## config.mk

```make
export PLATFORM = sky130hd
export DESIGN_NAME = omsp_spm_cmd_seq
export DESIGN_NICKNAME = d
export VERILOG_FILES = /design/src/rtl/omsp_spm_cmd_seq.sv
export SDC_FILE = /design/constraint.sdc
export NUM_CORES = 1
export LEC_CHECK = 0
export BUFFER_PORTS_ARGS = -buffer_cell sky130_fd_sc_hd__buf_2
export CORE_ASPECT_RATIO = 0.8
export CORE_UTILIZATION = 45
export DETAILED_ROUTE_END_ITERATION = 16
export PLACE_DENSITY = 0.77
export SLEW_MARGIN = 20
export SYNTH_ARGS = -nofsm -noshare
export SYNTH_HDL_FRONTEND = slang
export SYNTH_SLANG_ARGS = --single-unit
export TNS_END_PERCENT = 100
```

## constraint.sdc

```tcl
create_clock -name mclk -period 2.1 [get_ports mclk]
set_clock_uncertainty 0.1 [all_clocks]
set_input_delay 0 -clock mclk [delete_from_list [all_inputs] [get_ports mclk]]
set_output_delay 0 -clock mclk [all_outputs]
set_load 0.02 [all_outputs]
```

## src/rtl/omsp_spm_cmd_seq.sv

```systemverilog
// SPM protect/unprotect command sequencer.
// Latches layout operands, strobes the SPM array, returns an ID for r15.
module omsp_spm_cmd_seq #(
   parameter int ID_WIDTH = 16
) (
   input  logic                mclk,
   input  logic                puc_rst,
   input  logic                req_valid,
   input  logic                req_disable,
   input  logic [15:0]         r12_in,
   input  logic [15:0]         r13_in,
   input  logic [15:0]         r14_in,
   input  logic [15:0]         r15_in,
   input  logic                spm_violation,
   input  logic                spm_full,
   output logic                update_spm,
   output logic                enable_spm,
   output logic [15:0]         r12,
   output logic [15:0]         r13,
   output logic [15:0]         r14,
   output logic [15:0]         r15,
   output logic                cpu_stall,
   output logic                result_wr,
   output logic [ID_WIDTH-1:0] result_val
);

   typedef enum logic [2:0] {
      IDLE,
      CHECK,
      UPDATE,
      WAIT,
      DONE
   } state_t;

   state_t              r_state;
   state_t              w_next;
   logic                r_dis;
   logic                r_fail;
   logic [ID_WIDTH-1:0] r_id_cnt;
   logic [15:0]         r_r12;
   logic [15:0]         r_r13;
   logic [15:0]         r_r14;
   logic [15:0]         r_r15;
   logic                w_bad;
   logic                w_ok;

   assign w_bad = (r_r12 >= r_r13) | (r_r14 >= r_r15) | spm_full;
   assign w_ok  = ~r_dis & ~r_fail;

   always_comb begin
      w_next     = r_state;
      update_spm = 1'b0;
      enable_spm = 1'b0;
      result_wr  = 1'b0;
      result_val = '0;
      cpu_stall  = 1'b1;
      unique case (r_state)
         IDLE: begin
            cpu_stall = req_valid;
            if (req_valid)
               w_next = CHECK;
         end
         CHECK: begin
            if (~r_dis & w_bad)
               w_next = DONE;
            else
               w_next = UPDATE;
         end
         UPDATE: begin
            update_spm = 1'b1;
            enable_spm = ~r_dis;
            w_next     = WAIT;
         end
         WAIT: begin
            w_next = DONE;
         end
         DONE: begin
            result_wr = 1'b1;
            if (w_ok)
               result_val = r_id_cnt;
            w_next = IDLE;
         end
         default: begin
            cpu_stall = 1'b0;
            w_next    = IDLE;
         end
      endcase
   end

   always_ff @(posedge mclk or posedge puc_rst) begin
      if (puc_rst) begin
         r_state  <= IDLE;
         r_dis    <= 1'b0;
         r_fail   <= 1'b0;
         r_id_cnt <= ID_WIDTH'(1);
         r_r12    <= '0;
         r_r13    <= '0;
         r_r14    <= '0;
         r_r15    <= '0;
      end else begin
         r_state <= w_next;
         if (r_state == IDLE && req_valid) begin
            r_dis <= req_disable;
            r_r12 <= r12_in;
            r_r13 <= r13_in;
            r_r14 <= r14_in;
            r_r15 <= r15_in;
         end
         if (r_state == CHECK)
            r_fail <= ~r_dis & w_bad;
         if (r_state == WAIT)
            r_fail <= spm_violation;
         // Zero is reserved as the failure code, so the counter skips it.
         if (r_state == DONE && w_ok)
            r_id_cnt <= (&r_id_cnt) ? ID_WIDTH'(1) : r_id_cnt + ID_WIDTH'(1);
      end
   end

   assign r12 = r_r12;
   assign r13 = r_r13;
   assign r14 = r_r14;
   assign r15 = r_r15;

endmodule

```

; ---- Word-level counts from Yosys, hierarchy flattened
; Index checks and enable logic that the tools add are counted.
; W data, S select, Z words.
[word_totals]
in_bits = 70
ff_bits = 85
ram_bits = 0
mem_count = 0
output_inout_bits = 84
romBits = 0
latchBits = 0
[classes]
shifts = 0
div = 0
n_reduce_logical = 6
eq_ne = 5
bitwise = 6
n_mux = 12
add_sub_neg = 1
magnitude_cmp = 2
mul = 0
[ops]
columns = cell, n
row1 = $mux W16, 3
row2 = $ge A16 B16 Y1, 2
row3 = $add A16 B1 Y16 const B, 1
row4 = $reduce_and A16 Y1, 1
row5 = $pmux W3 S4, 1
row6 = $eq A3 B2 Y1 const B, 2
row7 = $mux W3, 2
row8 = $mux W1, 5
row9 = $reduce_or A4 Y1, 1
row10 = $eq A3 B1 Y1 const B, 1
row11 = $eq A3 B3 Y1 const B, 1
row12 = $logic_not A3 Y1, 1
row13 = $and A1 B1 Y1, 2
row14 = $logic_and A1 B1 Y1, 2
row15 = $ne A2 B2 Y1 const B, 1
row16 = $not A1 Y1, 2
row17 = $or A1 B1 Y1, 2
row18 = $pmux W1 S2, 1
row19 = $reduce_bool A2 Y1, 1

; ---- Depth between registers and ports, before layout
[logic_depth]
word_depth = 6
ltp_mapped = 8
ltp_nobuf = 8

; ---- Worst setup path after synthesis
; OpenSTA, ideal clock, no wires.
[synth_timing]
path_type = reg-to-reg
startpoint = reg r_r13[2] (netlist: r13[2])
endpoint = reg r_state[1]
period_less_slack_ns = 2.100
setup_slack_ns = 0.000
arrival_ns = 1.878
path_buffers = 0
t_required_ns = 1.878
stages_incl_launch_ff = 9
cell_sequence = dfrtp_1 > inv_1 > ha_1 > and3_1 > o21ai_0 > a311o_1 > a211oi_1 > o21bai_1 > o2111a_1
[synth_via]
elab_chain_cells = 6
[synth_rtl]
columns = item, line_no
row1 = "start, declared", 41  ; logic [15:0] r_r13;
row2 = "start signal, assigned", 105  ; r_r13 <= r13_in;
row3 = $ge A16 B16 Y1, 47  ; assign w_bad = (r_r12 >= r_r13) | (r_r14 >= r_r15) | spm_full;
row4 = $or A1 B1 Y1 (2 in series), 47
row5 = $and A1 B1 Y1, 64  ; if (~r_dis & w_bad)
row6 = $mux W3, 64
row7 = $pmux W3 S4, 57  ; unique case (r_state)
row8 = "end signal, assigned", 101  ; r_state <= w_next;
row9 = "end, declared", 35  ; state_t r_state;
; No other way between the ends.
; A chain may end at the register's enable or synchronous reset.

; ---- Worst setup path after layout
[layout_timing]
startpoint = reg r_r12[1] (netlist: r12[1])
endpoint = reg r_state[1]
[layout_via]
elab_chain_cells = 6
[layout_rtl]
columns = item, line_no
row1 = "start, declared", 40  ; logic [15:0] r_r12;
row2 = "start signal, assigned", 104  ; r_r12 <= r12_in;
row3 = $ge A16 B16 Y1, 47
row4 = $or A1 B1 Y1 (2 in series), 47
row5 = $and A1 B1 Y1, 64
row6 = $mux W3, 64
row7 = $pmux W3 S4, 57
; No other way between the ends.

==> implementation parameters <==
Parameter                              Value

Routing
  Post-detailed-route wirelength per cell ... 16.47 um
  Vias after detailed routing ... 3861
  Number of remaining DRC errors ... 0
  Total length of routed wires ... 12.29 mm
  Post-detailed-route via-to-cell ratio ... 5.176
  Pre-antenna DRT Iters ... 4
  Number of nets with antenna violations after detailed routing ... 0
  1st-iter DRT viols ... 142

Logic synthesis
  Net count of the mapped netlist ... 498
  Number of flops mapped to enable cells by yosys ... 0
  Leading register cell type out of synthesis ... dfrtp_1
  Leading area contributor after synthesis ... dfrtp_1
  Synth warn ... 0
  Count of state elements after synthesis ... 85
  Fraction of the yosys area taken by sequential cells ... 50.18%
  Top cells by count, synth ... dfrtp_1 (84), nand2_1 (43), inv_1 (38)
  Distinct cell type count after synthesis ... 40
  Cell with the most instances after synthesis ... dfrtp_1
  Netlist area before placement ... 4242 sq um
  Fraction of synthesized cell area taken by the top area cell type ... 49.56%
  Mean cell area of the mapped netlist ... 10.74 sq um
  Mapped Cells ... 395
  Most area-consuming cells after synthesis ... dfrtp_1 (50%), ha_1 (9.7%), mux2_2 (8.2%), o21ai_0 (4.2%), nand2_1 (3.8%)
  Async S/R FF share, synth ... 100.0%

Critical path
  Capturing element type of the critical path ... register
  Worst setup startpoint ... r12[1]
  Setup Crit Path Kind ... reg2reg
  Register-to-Register Setup Slack ... -20 ps
  Path depth of the worst reg2reg path ... 7
  Cells along the critical path ... ha_4, nor2b_4, o211ai_1, a311o_1, a211oi_2, o21bai_2, o2111a_1
  Type of origin of the critical path ... register
  Endpoint of the worst-slack reg-to-reg timing path ... r_state[1]
  CP Capture Point ... r_state[1]
  Data arrival at the endpoint of the critical path ... 2240 ps
  Delay contributed by the slowest stage of the critical path ... 410 ps
  Req. time, crit path ... 2220 ps
  Launch instance of the worst register-to-register path ... r12[1]
  Slowest stage cell, crit path ... dfrtp_1
  Largest fanout on the critical path ... 3

Clock network
  Register clock-pin slew on the reported worst setup and hold paths ... 60 ps
  Number of buffers inserted during clock tree synthesis ... 9
  Number of clock sinks ... 85
  TritonCTS clock tree ... yes
  Root buffer cell ... clkbuf_16
  Max Buffers Root-to-Sink ... 2
  Source-to-sink clock delay at the later pin of the worst-skew pair ... 340 ps
  Number of levels the H-tree was split into ... 3

Flow run
  Total of max-cap violations ... 0

Cells and area
  Final Net Count ... 729
  Post-Layout Cell Count ... 746
  Share of cells above drive strength 1 ... 37.14%
  Synth-to-Final Area Change ... 48.67%

Worst hold path
  Classification of the worst-slack hold path ... in2async

Timing
  Slew headroom ... 73.61%
  Final hold slack ... 99.76 ps
  Highest clock rate ... 472.0 MHz
  Slew @ Worst Pin ... 395.8 ps
  RSZ-0062 raised after global routing ... yes
  Final Critical Period ... 2119 ps
  Final count of pins violating max slew ... 0
  Post-layout worst setup margin ... -18.60 ps
  Total setup violations reported at the end of the flow ... 1
  Final Hold Fails ... 0
  Final worst path period share ... 100.9%

Floorplanning
  Placement row count ... 31
  I/O Pins ... 154
  Die boundary width ... 110.5 um
  Initial Utilization ... 46.53%
  Area of the core region ... 9115 sq um
  Die Span Y ... 88.84 um
  Die Area ... 9820 sq um

Pwr
  Leakage power ... 3.149 nW
  Worst ir drop on vdd ... 1.044 mV
  Total power ... 9.337 mW
  Power density of the placed cells ... 1481 nW/um^2

Place
  Global placement routability congestion ... 0.8052
  Count of port buffers added during placement ... 153
  Cells after DPL ... 659
  Post-placement setup slack ... -124.0 ps
  HPWL after detailed placement ... 7.643 mm

GRT
  Wire length of the first global-routing pass ... 19.38 mm
  Overall overflow remaining after global route ... 0
  Largest net degree at the start of global routing ... 75
  Via count of the first global-routing pass ... 4033
  Antenna violations before repair ... 1
  Global-route usage over all layers ... 25.60%

Status
  Violated checks ... negative setup slack
  Run status ... finished with violations
worst max-delay path: cells and delay by family (launching register included):
kind,cells,cell delay [ps]
compound gates,5,1090
flops,1,410
fa+ha+maj,1,280
simple gates,1,130
placed cells by master, fill, tap and decap left out, types with 3 or more instances in the layout:
cell type        n
ha_4             3
nor2_1          16
inv_1           36
and3_1           5
clkbuf_16        9
o21ai_0         34
buf_4           10
a21oi_1         11
dfrtp_1         83
dlygate4sd3_1   68
buf_2          153
bufinv_16        3
nand4_1          7
xnor2_1         10
nand3_1          6
nand2_1         43
mux2_1           3
o211ai_1         3
mux2_2          31
ha_1            30
nor3_1           5
xor2_1           3
and2_1          17
how the worst min path moves through the flow:
stage               startpoint          to  slack (ps)  depth (start not counted)
finish                 puc_rst     r13[10]         100                          3
global route           puc_rst      r12[9]         120                          3
CTS                    puc_rst      r12[9]         110                          3
detailed placement     puc_rst      r12[9]         -90                          2
global placement       puc_rst  r_state[0]         -90                          2
floorplan            r12_in[0]      r12[0]          20                          2
repair_timing:
action	in CTS	in global routing
hold endpoints to repair	151	0
resized for setup	7	13
endpoints found under the setup margin	3	19
pin swaps	5	5
cloned	0	1
buffers inserted	2	1
hold buffers	68	0
cell type report:
type | instances | area [sq um]
multi-input combinational | 257 | 1974
tap | 115 | 143.9
fill | 647 | 2809
inverter | 38 | 146.4
timing repair buffer | 235 | 1580
antenna | 1 | 2.502
sequential | 85 | 2130
clock inverter | 5 | 100.1
clock buffer | 10 | 229.0
metrics by stage:
| stage | cell area, sq um | util (%) | TNS [ps] |
|---|---|---|---|
| after floorplan | 4245 | - | 0 |
| after global placement | 5177 | 56.80 | 0 |
| after detailed placement | 5177 | 56.80 | -319.3 |
| after CTS | 6235 | 68.40 | 0 |
| after global routing | 6306 | 69.18 | -206.9 |
| final | 6306 | 69.18 | -18.60 |
power by group:
| group | switching [mW] | internal [mW] | total (mW) |
|---|---|---|---|
| clock | 0.629 | 1.15 | 1.78 |
| combinational | 2.74 | 1.93 | 4.68 |
| sequential | 0.540 | 2.34 | 2.88 |
routing by layer:
layer	up-vias	global-route usage [%]	part of all wire, %
met1	1842	28.11	39
met4	0	12.85	3.9
met3	44	8.288	6.3
li1	1821	-	-
met2	154	45.62	51
met5	-	0	0
sequential cells by signal, summed over array words and instances, names as in the netlist:
signal    cells
r13          16
r12          16
r_fail        1
r_state       3
r15          16
r_dis         1
r14          16
r_id_cnt     16
cells by family after synthesis:
logic type                 synth area share, %
and+or+nand+nor                          14.34
xor gates and xnor gates                 2.684
muxes                                    9.026
buffers and inverters                    5.369
adders and majority gates                9.735
DFF                                      50.18
AOI/OAI and AO/OA                        8.673
Note: power is estimated with default switching activity, not from simulation.
